File: src/rtl/sw_debounce_capture_pkg.sv
// Shared constants and types for the slide-switch debounce/capture stage.
// Board and simulation debounce lengths live here so benches and top agree.
package sw_debounce_capture_pkg;

    localparam int unsigned SW_WIDTH_DEF   = 8;
    localparam int unsigned DEBOUNCE_BOARD = 1_000_000;
    localparam int unsigned DEBOUNCE_SIM   = 4;

    typedef enum logic [1:0] {
        EDGE_NONE = 2'd0,
        EDGE_RISE = 2'd1,
        EDGE_FALL = 2'd2
    } edge_e;

    // Counter width for a given debounce length; never narrower than one bit.
    function automatic int unsigned cnt_width(input int unsigned cycles);
        int unsigned w;
        w = $clog2(cycles);
        return (w < 1) ? 1 : w;
    endfunction

endpackage

File: src/rtl/sw_debounce_capture_if.sv
// Change-record handshake: producer offers mask/overrun under valid, consumer
// accepts with ready.
interface sw_debounce_capture_if #(
    parameter int unsigned WIDTH = 8
);
    logic             chg_valid;
    logic [WIDTH-1:0] chg_mask;
    logic             chg_overrun;
    logic             chg_ready;

    modport master (
        output chg_valid,
        output chg_mask,
        output chg_overrun,
        input  chg_ready
    );

    modport slave (
        input  chg_valid,
        input  chg_mask,
        input  chg_overrun,
        output chg_ready
    );
endinterface

File: src/rtl/sw_debounce_capture_debounce_bit.sv
// One switch bit: 2-FF synchroniser, consecutive-cycle debounce counter and
// registered rise/fall pulses on each accepted change.
module sw_debounce_bit
    import sw_debounce_capture_pkg::*;
#(
    parameter int unsigned DEBOUNCE_CYCLES = DEBOUNCE_SIM
) (
    input  logic clk,
    input  logic rst_n,
    input  logic din,
    output logic stable,
    output logic rise,
    output logic fall
);

    localparam int unsigned      CNT_W    = cnt_width(DEBOUNCE_CYCLES);
    localparam logic [CNT_W-1:0] CNT_LAST = CNT_W'(DEBOUNCE_CYCLES - 1);

    logic             sync1_q;
    logic             sync2_q;
    logic [CNT_W-1:0] cnt_q;
    logic [CNT_W-1:0] cnt_d;
    logic             stable_q;
    logic             stable_d;
    logic             rise_q;
    logic             fall_q;
    edge_e            edge_d;

    // Any return to the stable level clears the count: no partial credit.
    always_comb begin
        cnt_d    = cnt_q;
        stable_d = stable_q;
        edge_d   = EDGE_NONE;
        if (sync2_q == stable_q) begin
            cnt_d = '0;
        end else if (cnt_q == CNT_LAST) begin
            cnt_d    = '0;
            stable_d = sync2_q;
            edge_d   = sync2_q ? EDGE_RISE : EDGE_FALL;
        end else begin
            cnt_d = cnt_q + CNT_W'(1);
        end
    end

    always_ff @(posedge clk or negedge rst_n) begin
        if (!rst_n) begin
            sync1_q  <= 1'b0;
            sync2_q  <= 1'b0;
            cnt_q    <= '0;
            stable_q <= 1'b0;
            rise_q   <= 1'b0;
            fall_q   <= 1'b0;
        end else begin
            sync1_q  <= din;
            sync2_q  <= sync1_q;
            cnt_q    <= cnt_d;
            stable_q <= stable_d;
            rise_q   <= (edge_d == EDGE_RISE);
            fall_q   <= (edge_d == EDGE_FALL);
        end
    end

    assign stable = stable_q;
    assign rise   = rise_q;
    assign fall   = fall_q;

endmodule

File: src/rtl/sw_debounce_capture.sv
// Slide-switch input stage: per-bit sync/debounce driving led, edge pulses,
// and a latched change mask offered over a valid/ready handshake.
module sw_debounce_capture
    import sw_debounce_capture_pkg::*;
#(
    parameter int unsigned WIDTH           = SW_WIDTH_DEF,
    parameter int unsigned DEBOUNCE_CYCLES = DEBOUNCE_BOARD
) (
    input  logic                      clk,
    input  logic                      rst_n,
    input  logic [WIDTH-1:0]          sw,
    output logic [WIDTH-1:0]          led,
    output logic [WIDTH-1:0]          sw_rise,
    output logic [WIDTH-1:0]          sw_fall,
    sw_debounce_capture_if.master     chg
);

    logic [WIDTH-1:0] flip;
    logic             take;
    logic [WIDTH-1:0] mask_keep;
    logic             ovr_keep;
    logic             valid_q;
    logic             valid_d;
    logic [WIDTH-1:0] mask_q;
    logic [WIDTH-1:0] mask_d;
    logic             ovr_q;
    logic             ovr_d;

    for (genvar i = 0; i < WIDTH; i++) begin : g_bit
        sw_debounce_bit #(
            .DEBOUNCE_CYCLES (DEBOUNCE_CYCLES)
        ) u_bit (
            .clk    (clk),
            .rst_n  (rst_n),
            .din    (sw[i]),
            .stable (led[i]),
            .rise   (sw_rise[i]),
            .fall   (sw_fall[i])
        );
    end

    // A take in the same cycle as new flips retires the old record first, so
    // the new flips start a fresh record instead of counting as overrun.
    always_comb begin
        flip      = sw_rise | sw_fall;
        take      = valid_q & chg.chg_ready;
        mask_keep = take ? '0 : mask_q;
        ovr_keep  = take ? 1'b0 : ovr_q;
        mask_d    = mask_keep | flip;
        valid_d   = |mask_d;
        ovr_d     = ovr_keep | (|(flip & mask_keep));
    end

    always_ff @(posedge clk or negedge rst_n) begin
        if (!rst_n) begin
            valid_q <= 1'b0;
            mask_q  <= '0;
            ovr_q   <= 1'b0;
        end else begin
            valid_q <= valid_d;
            mask_q  <= mask_d;
            ovr_q   <= ovr_d;
        end
    end

    assign chg.chg_valid   = valid_q;
    assign chg.chg_mask    = mask_q;
    assign chg.chg_overrun = ovr_q;

endmodule

File: src/flat_wrapper.sv
// flat-port wrapper written by rule: the top's interface ports become plain ports
module sw_debounce_capture_flat import sw_debounce_capture_pkg::*;
#(
    parameter int unsigned WIDTH           = SW_WIDTH_DEF,
    parameter int unsigned DEBOUNCE_CYCLES = DEBOUNCE_BOARD
)
  (clk, rst_n, sw, led, sw_rise, sw_fall, chg_chg_valid, chg_chg_mask, chg_chg_overrun, chg_chg_ready);
  sw_debounce_capture_if #(.WIDTH(WIDTH)) chg_i ();
  input  logic clk;
  input  logic rst_n;
  input  logic [WIDTH-1:0] sw;
  output logic [WIDTH-1:0] led;
  output logic [WIDTH-1:0] sw_rise;
  output logic [WIDTH-1:0] sw_fall;
  output wire logic [$bits(chg_i.chg_valid)-1:0] chg_chg_valid;
  output wire logic [$bits(chg_i.chg_mask)-1:0] chg_chg_mask;
  output wire logic [$bits(chg_i.chg_overrun)-1:0] chg_chg_overrun;
  input wire logic [$bits(chg_i.chg_ready)-1:0] chg_chg_ready;
  assign chg_chg_valid = chg_i.chg_valid;
  assign chg_chg_mask = chg_i.chg_mask;
  assign chg_chg_overrun = chg_i.chg_overrun;
  assign chg_i.chg_ready = chg_chg_ready;
  sw_debounce_capture #(.WIDTH(WIDTH), .DEBOUNCE_CYCLES(DEBOUNCE_CYCLES)) u_core (.clk(clk), .rst_n(rst_n), .sw(sw), .led(led), .sw_rise(sw_rise), .sw_fall(sw_fall), .chg(chg_i));
endmodule
File: config.mk
export PLATFORM = sky130hd
export DESIGN_NAME = sw_debounce_capture_flat
export DESIGN_NICKNAME = d
export VERILOG_FILES = /design/src/rtl/sw_debounce_capture_pkg.sv /design/src/rtl/sw_debounce_capture_if.sv /design/src/rtl/sw_debounce_capture_debounce_bit.sv /design/src/rtl/sw_debounce_capture.sv /design/src/flat_wrapper.sv
export SDC_FILE = /design/constraint.sdc
export NUM_CORES = 1
export LEC_CHECK = 0
export CORE_AREA = 2 2 131 133
export DETAILED_ROUTE_END_ITERATION = 6
export DIE_AREA = 0 0 133 135
export PLACE_DENSITY_LB_ADDON = 0.05
export SLEW_MARGIN = 15
export SYNTH_ARGS = -nofsm -noshare
export SYNTH_HDL_FRONTEND = slang
export SYNTH_SLANG_ARGS = --single-unit
File: constraint.sdc
create_clock -name clk -period 2.4 [get_ports clk]
set_input_delay 0.6 -clock clk [delete_from_list [all_inputs] [get_ports clk]]
set_output_delay 0.6 -clock clk [all_outputs]
set_load 0.01 [all_outputs]
==> results of run 1 <==
-- path summary, 6_finish.rpt --
path                            cells after the start                                   endpoint                                      start
worst min register to register                      0    u_core.g_bit[7].u_bit.sync2_q$_DFF_PN0_    u_core.g_bit[7].u_bit.sync1_q$_DFF_PN0_
max in group asynchronous                           2  u_core.g_bit[5].u_bit.cnt_q[18]$_DFF_PN0_                                      rst_n
worst max-delay path                                4   u_core.g_bit[3].u_bit.stable$_DFFE_PN0P_  u_core.g_bit[3].u_bit.cnt_q[15]$_DFF_PN0_
worst max register to register                      4   u_core.g_bit[3].u_bit.stable$_DFFE_PN0P_  u_core.g_bit[3].u_bit.cnt_q[15]$_DFF_PN0_
worst min-delay path                                1   u_core.g_bit[7].u_bit.cnt_q[5]$_DFF_PN0_                                      rst_n
min in group clk                                    0    u_core.g_bit[7].u_bit.sync2_q$_DFF_PN0_    u_core.g_bit[7].u_bit.sync1_q$_DFF_PN0_
-- power breakdown --
part / internal, W / switching [W]
Combinational: 0.0000834 / 0.000145
Sequential: 0.00359 / 0.0000490
Clock: 0.00214 / 0.00135
-- cell usage in the layout, fill, tap and decap left out, types with 5 or more instances in the layout --
cell and count:
a211o_1 8, o31ai_1 17, or4_1 36, nand2b_1 5
and2_1 7, xnor2_1 66, clkdlybuf4s50_1 43, clkbuf_16 23
dfrtp_1 210, buf_4 19, nor4_1 22, o21ai_0 31
nand3_1 64, clkbuf_8 5, clkbuf_1 7, and3_1 19
a21oi_1 45, ha_1 8, nand4_1 31, mux2_2 6
inv_1 27, and4_1 6, or3_1 23, nand2_1 45
xor2_1 39, nor3b_1 16, nor2_1 120, nor3_1 24
-- final cells by class --
class	instances	area [um2]
clock buffers	35	670.6
clock inverters	7	91.34
fillers	1266	5069
inverters	27	101.3
multi-input cells	683	4277
flip-flops and latches	210	5255
well taps	220	275.3
repair buffers	67	668.1
-- metrics by stage --
step / total power [W] / worst slack [ps] / util (%) / hold WS [ps] / area (um2)
6_report: 0.007361 / 146.6 / 69.11 / 47.79 / 11340
5_1_grt: 0.007639 / 72.45 / 69.11 / 79.44 / 11340
4_1_cts: 0.007456 / 149.4 / 69.11 / 66.45 / 11340
3_5_place_dp: 0.003933 / 158.5 / 64.46 / 337.2 / 10580
3_3_place_gp: 0.003931 / 186.9 / 64.46 / 331.8 / 10580
2_1_floorplan: 0.003782 / 208.5 / - / 304.4 / 9894
-- per-layer routing --
layer	up-vias	GRT usage [%]	part of all wire [%]
met5	-	0	0
met4	0	4.361	1.3
met3	18	3.416	4.1
met2	120	35.64	46
met1	3488	32.56	48
li1	3533	-	-
-- critical path: stages (launching register included) --
cell     delay [ps]
dfrtp_1         400
or4b_1          530
or4_4           540
or3_4           370
mux2_4          300
-- sequential cells by signal (all words and copies together), names as in the netlist --
register                    flops
u_core.chg.chg_mask             8
u_core.chg.chg_overrun          1
u_core.chg.chg_valid            1
u_core.g_bit.u_bit.cnt_q      160
u_core.g_bit.u_bit.fall         8
u_core.g_bit.u_bit.rise         8
u_core.g_bit.u_bit.stable       8
u_core.g_bit.u_bit.sync1_q      8
u_core.g_bit.u_bit.sync2_q      8
-- kinds of logic after synthesis --
kind of cell,Yosys count,share of synthesized area (%)
compound gates,115,7.271
xor+xnor,105,9.294
fa+ha+maj,8,1.012
buf+inv,72,3.718
flops,210,53.11
mux,10,1.151
simple gates,445,24.44
==> qor.txt, run 1 <==
outcome: complete, no violations
Finished Layout Cells: 1249
pwr dens: 649.2 mW/mm2
Die H: 135 um
# DRC: 0
Slew Limit Headroom: 59.94%
largest net degree at the start of global routing: 67
# Post-CTS Setup Buffers: 0
IO Pins: 45
top cell type's share of synthesized area: 53.11%
Final Hold Vio Count: 0
synthesized area per cell: 10.25 um2
setup_tns: 0 ps
Routed WL: 19230 um
post-synth top area cell: dfrtp_1
initial antenna violation count: 0
Overflow after GRT: 0
Synth Cell Area: 0.009894 mm2
# clock sinks: 210
most instantiated library cell after synthesis: dfrtp_1
Detailed Place HPWL: 13050 um
Placed Cells incl. Taps: 1207
Setup-failing EPs final: 0
Avg WL per Cell: 15.39 um
area of the core: 0.01641 mm2
all-layer global routing usage: 22.19%
total number of vias: 7159
chip width: 133 um
Max Root-Sink Buffers: 3
max frequency: 443.8 MHz
Inserted Diodes: 0
clock-pin slew on the worst setup and hold paths: 60 ps
crit path capture type: register
Final Max Tran Viols: 0
number of flops mapped to enable cells by yosys: 0
number of max-cap violations: 0
required time worst endpoint: 2780 ps
CP Class: reg2reg
CTS tree: yes
Synth area leaders: dfrtp_1 53%, xnor2_1 5.8%, nor2_1 4.6%
Synthesis Warnings: 0
first-pass iteration count of the detailed router: 6
GPL Wtd Cong: 0.8059
Post-Syn Instances: 965
global-route wire length before repair: 33140 um
min Tclk post-route: 2253 ps
CTS H-Tree Depth: 1
clock latency on the worst-skew pair: 500 ps
antenna viol nets, final: 0
commonest cells in the netlist: 210 x dfrtp_1, 120 x nor2_1, 66 x xnor2_1
Peak VDD IR: 531.9 uV
Clock Skew: 12.88 ps
Hold WC Path Type: in2async
Starting Density: 60.31%
Port Buffers: 44
fin crit share: 93.89%
layout cells sized above 1: 8.163%
distinct cell type count after synthesis: 52
vias in the first global route: 6893
die area: 0.01796 mm2
Via density: 5.732
r2r setup slk: 150 ps
Async S/R FF share, synth: 100.0%
CP Data Arrival Time: 2640 ps
CTS buffer count: 23
Initial DRC Count: 354
LEAKAGE: 4.636 nW
Area Overhead vs Synth: 14.59%
CTS root buf: clkbuf_16
Seq/Total Area, Yosys: 53.11%
cts repair resizes: 0
ys flop type: dfrtp_1
unrepaired setup endpoints after global routing: false
Mapped Nets: 984
Startpoint Class: register
Nets: 1031
cts hold-fix bufs: 0
worst slew pin tran: 595.4 ps
Max FO, Critical Path: 4
Yosys reg bits: 210
FP Rows: 47
Power figures use the tool's default switching activity.
==> inputs of run 2 (changes only) <==
--- a/config.mk
+++ b/config.mk
@@ -9,7 +9,8 @@
 export DETAILED_ROUTE_END_ITERATION = 6
 export DIE_AREA = 0 0 133 135
 export PLACE_DENSITY_LB_ADDON = 0.05
-export SLEW_MARGIN = 15
+export REMOVE_ABC_BUFFERS = 1
+export SLEW_MARGIN = 10
 export SYNTH_ARGS = -nofsm -noshare
 export SYNTH_HDL_FRONTEND = slang
 export SYNTH_SLANG_ARGS = --single-unit
==> qor.txt, run 2 (synthesis results as in run 1) <==
Final Max Tran Viols: 0 (unchanged)
min Tclk post-route: 2265 ps (+11.32 ps)
fin worst setup slack: 135.3 ps (-11.32 ps)
Crit path largest cell delay: 680 ps (+140 ps)
# clock sinks: 210 (unchanged)
CTS root buf: clkbuf_16
area of the core: 0.01641 mm2 (unchanged)
CTS H-Tree Depth: 1 (unchanged)
Post-DP Area: 0.01062 mm2 (+0.40%)
CP Data Arrival Time: 2650 ps (about the same)
Via density: 5.779 (+0.83%)
outcome: complete, no violations
CTS buffer count: 23 (unchanged)
Setup-failing EPs final: 0 (unchanged)
initial antenna violation count: 0 (unchanged)
all-layer global routing usage: 22.65% (+0.47 points)
Reg area: 0.005255 mm2 (unchanged)
clock latency on the worst-skew pair: 500 ps (about the same)
r2r setup slk: 140 ps (about the same)
cts hold-fix bufs: 0 (unchanged)
Starting Density: 60.31% (unchanged)
FP Rows: 47 (unchanged)
number of max-cap violations: 0 (unchanged)
most common cell after layout, fill and taps aside: dfrtp_1
Worst path slowest cell: or4b_2
largest net degree at the start of global routing: 59 (-12%)
global-route wire length before repair: 33690 um (+1.6%)
Top reg by flops: u_core.g_bit.u_bit.cnt_q
fin crit share: 94.36% (+0.47 points)
worst slew pin tran: 572.4 ps (-22.99 ps)
Port Buffers: 44 (unchanged)
Peak VDD IR: 608.1 uV (+14%)
Clock Skew: 14.12 ps (+1.236 ps)
Max Root-Sink Buffers: 3 (unchanged)
chip width: 133 um (unchanged)
Die H: 135 um (unchanged)
setup_tns: 0 ps (unchanged)
Avg WL per Cell: 15.57 um (+1.2%)
Max FO, Critical Path: 13 (+9)
design area: 0.01139 mm2 (+0.44%)
# fillers: 1236 (-2.4%)
Final Hold Vio Count: 0 (unchanged)
first-pass iteration count of the detailed router: 5 (-1)
required time worst endpoint: 2780 ps (about the same)
CTS tree: yes
cts repair resizes: 0 (unchanged)
die area: 0.01796 mm2 (unchanged)
dpl ws: 159.6 ps (+1.095 ps)
max reg flops: 160 (unchanged)
worst r2r path cells: 5 (+1)
CP Class: reg2reg
Worst R2R End: u_core.g_bit[2].u_bit.cnt_q[19]$_DFF_PN0_
clock-pin slew on the worst setup and hold paths: 60 ps (about the same)
Routed WL: 19480 um (+1.3%)
Slew Limit Headroom: 61.49% (+1.5 points)
Hold WC Path Type: in2async
CP delay by family, top: simple AND/OR/NAND/NOR gates
Startpoint Class: register
unrepaired setup endpoints after global routing: false
layout cells sized above 1: 8.632% (+0.47 points)
Detailed Place HPWL: 13380 um (+2.6%)
crit-path cells: or4b_2, nor4_1, a31o_2, buf_12, a21oi_1
# DRC: 0 (unchanged)
commonest cells after routing, fill and taps aside: 210 x dfrtp_1, 120 x nor2_1, 66 x xnor2_1, 64 x nand3_1
GPL Wtd Cong: 0.8749 (+8.6%)
Inserted Diodes: 0 (unchanged)
Multi-input gate area: 0.004277 mm2 (unchanged)
pwr dens: 653.0 mW/mm2 (+0.58%)
max frequency: 441.6 MHz (-0.50%)
antenna viol nets, final: 0 (unchanged)
Nets: 1035 (+0.39%)
LEAKAGE: 4.672 nW (+0.78%)
r2r startpoint: u_core.g_bit[2].u_bit.cnt_q[8]$_DFF_PN0_
CP Buf/Inv Count: 1 (+1)
crit path capture type: register
# Post-CTS Setup Buffers: 0 (unchanged)
IO Pins: 45 (unchanged)
Overflow after GRT: 0 (unchanged)
total number of vias: 7230 (+0.99%)
Initial DRC Count: 421 (+19%)
Area Overhead vs Synth: 15.10%
vias in the first global route: 7201 (+4.5%)
## run 2: changes by cell type in the layout (fill, tap and decap cells not counted), sizes merged
cell and change:
bufinv +1, buf +4, clkinvlp -1, clkinv +2
clkbuf -4
## run 2: through the flow
stage          hold WS [ps]  util (%)  power (W)  cells
6_report              36.88     69.41   0.007437   1251
5_1_grt               61.31     69.41   0.007704   1251
4_1_cts               36.44     69.41   0.007529   1251
3_5_place_dp          335.5     64.72   0.003940   1211
3_3_place_gp          332.5     64.72   0.003937   1211
2_1_floorplan         304.4         -   0.003776    920
## run 2: layout make-up
| type | instances | area share (%) |
|---|---|---|
| sequential | 210 | 46.14 |
| clock buffer | 31 | 5.669 |
| inverter | 27 | 0.8899 |
| tap | 220 | 2.417 |
| multi-input combinational | 683 | 37.55 |
| timing repair buffer | 71 | 6.240 |
| clock inverter | 9 | 1.088 |
## run 2: worst max-delay path by stage
| stage | startpoint | end | slack, ps | cells after the start |
|---|---|---|---|---|
| after floorplan | u_core.g_bit[4].u_bit.cnt_q[0]$_DFF_PN0_ | u_core.g_bit[4].u_bit.cnt_q[10]$_DFF_PN0_ | 120 | 5 |
| after global placement | u_core.g_bit[3].u_bit.cnt_q[15]$_DFF_PN0_ | u_core.g_bit[3].u_bit.stable$_DFFE_PN0P_ | 180 | 4 |
| after detailed placement | u_core.g_bit[1].u_bit.cnt_q[12]$_DFF_PN0_ | u_core.g_bit[1].u_bit.stable$_DFFE_PN0P_ | 160 | 4 |
| after CTS | u_core.g_bit[1].u_bit.cnt_q[12]$_DFF_PN0_ | u_core.g_bit[1].u_bit.stable$_DFFE_PN0P_ | 140 | 4 |
| after global routing | u_core.g_bit[2].u_bit.cnt_q[8]$_DFF_PN0_ | u_core.g_bit[2].u_bit.cnt_q[19]$_DFF_PN0_ | 20 | 5 |
| final | u_core.g_bit[2].u_bit.cnt_q[8]$_DFF_PN0_ | u_core.g_bit[2].u_bit.cnt_q[19]$_DFF_PN0_ | 140 | 5 |
## run 2: power breakdown
group          switching (W)  internal [W]  total [W]  leakage (nW)
combinational       0.000146     0.0000893   0.000235          1.42
clock                0.00137       0.00220    0.00357         0.383
sequential         0.0000476       0.00359    0.00364          2.87
total                0.00156       0.00588    0.00744          4.67
## run 2: metal layers
metal | share of wire, % | GRT usage (%)
met3 | 4.0 | 3.303
met2 | 46 | 37.13
met4 | 1.7 | 5.556
met5 | 0 | 0
met1 | 48 | 32.26
## run 2: worst reg2reg max path, delay by kind of cell, from the launching register on
| family | cells | cell delay, ps |
|---|---|---|
| compound gates | 2 | 410 |
| buf+inv | 1 | 170 |
| flops | 1 | 390 |
| simple gates | 2 | 1180 |
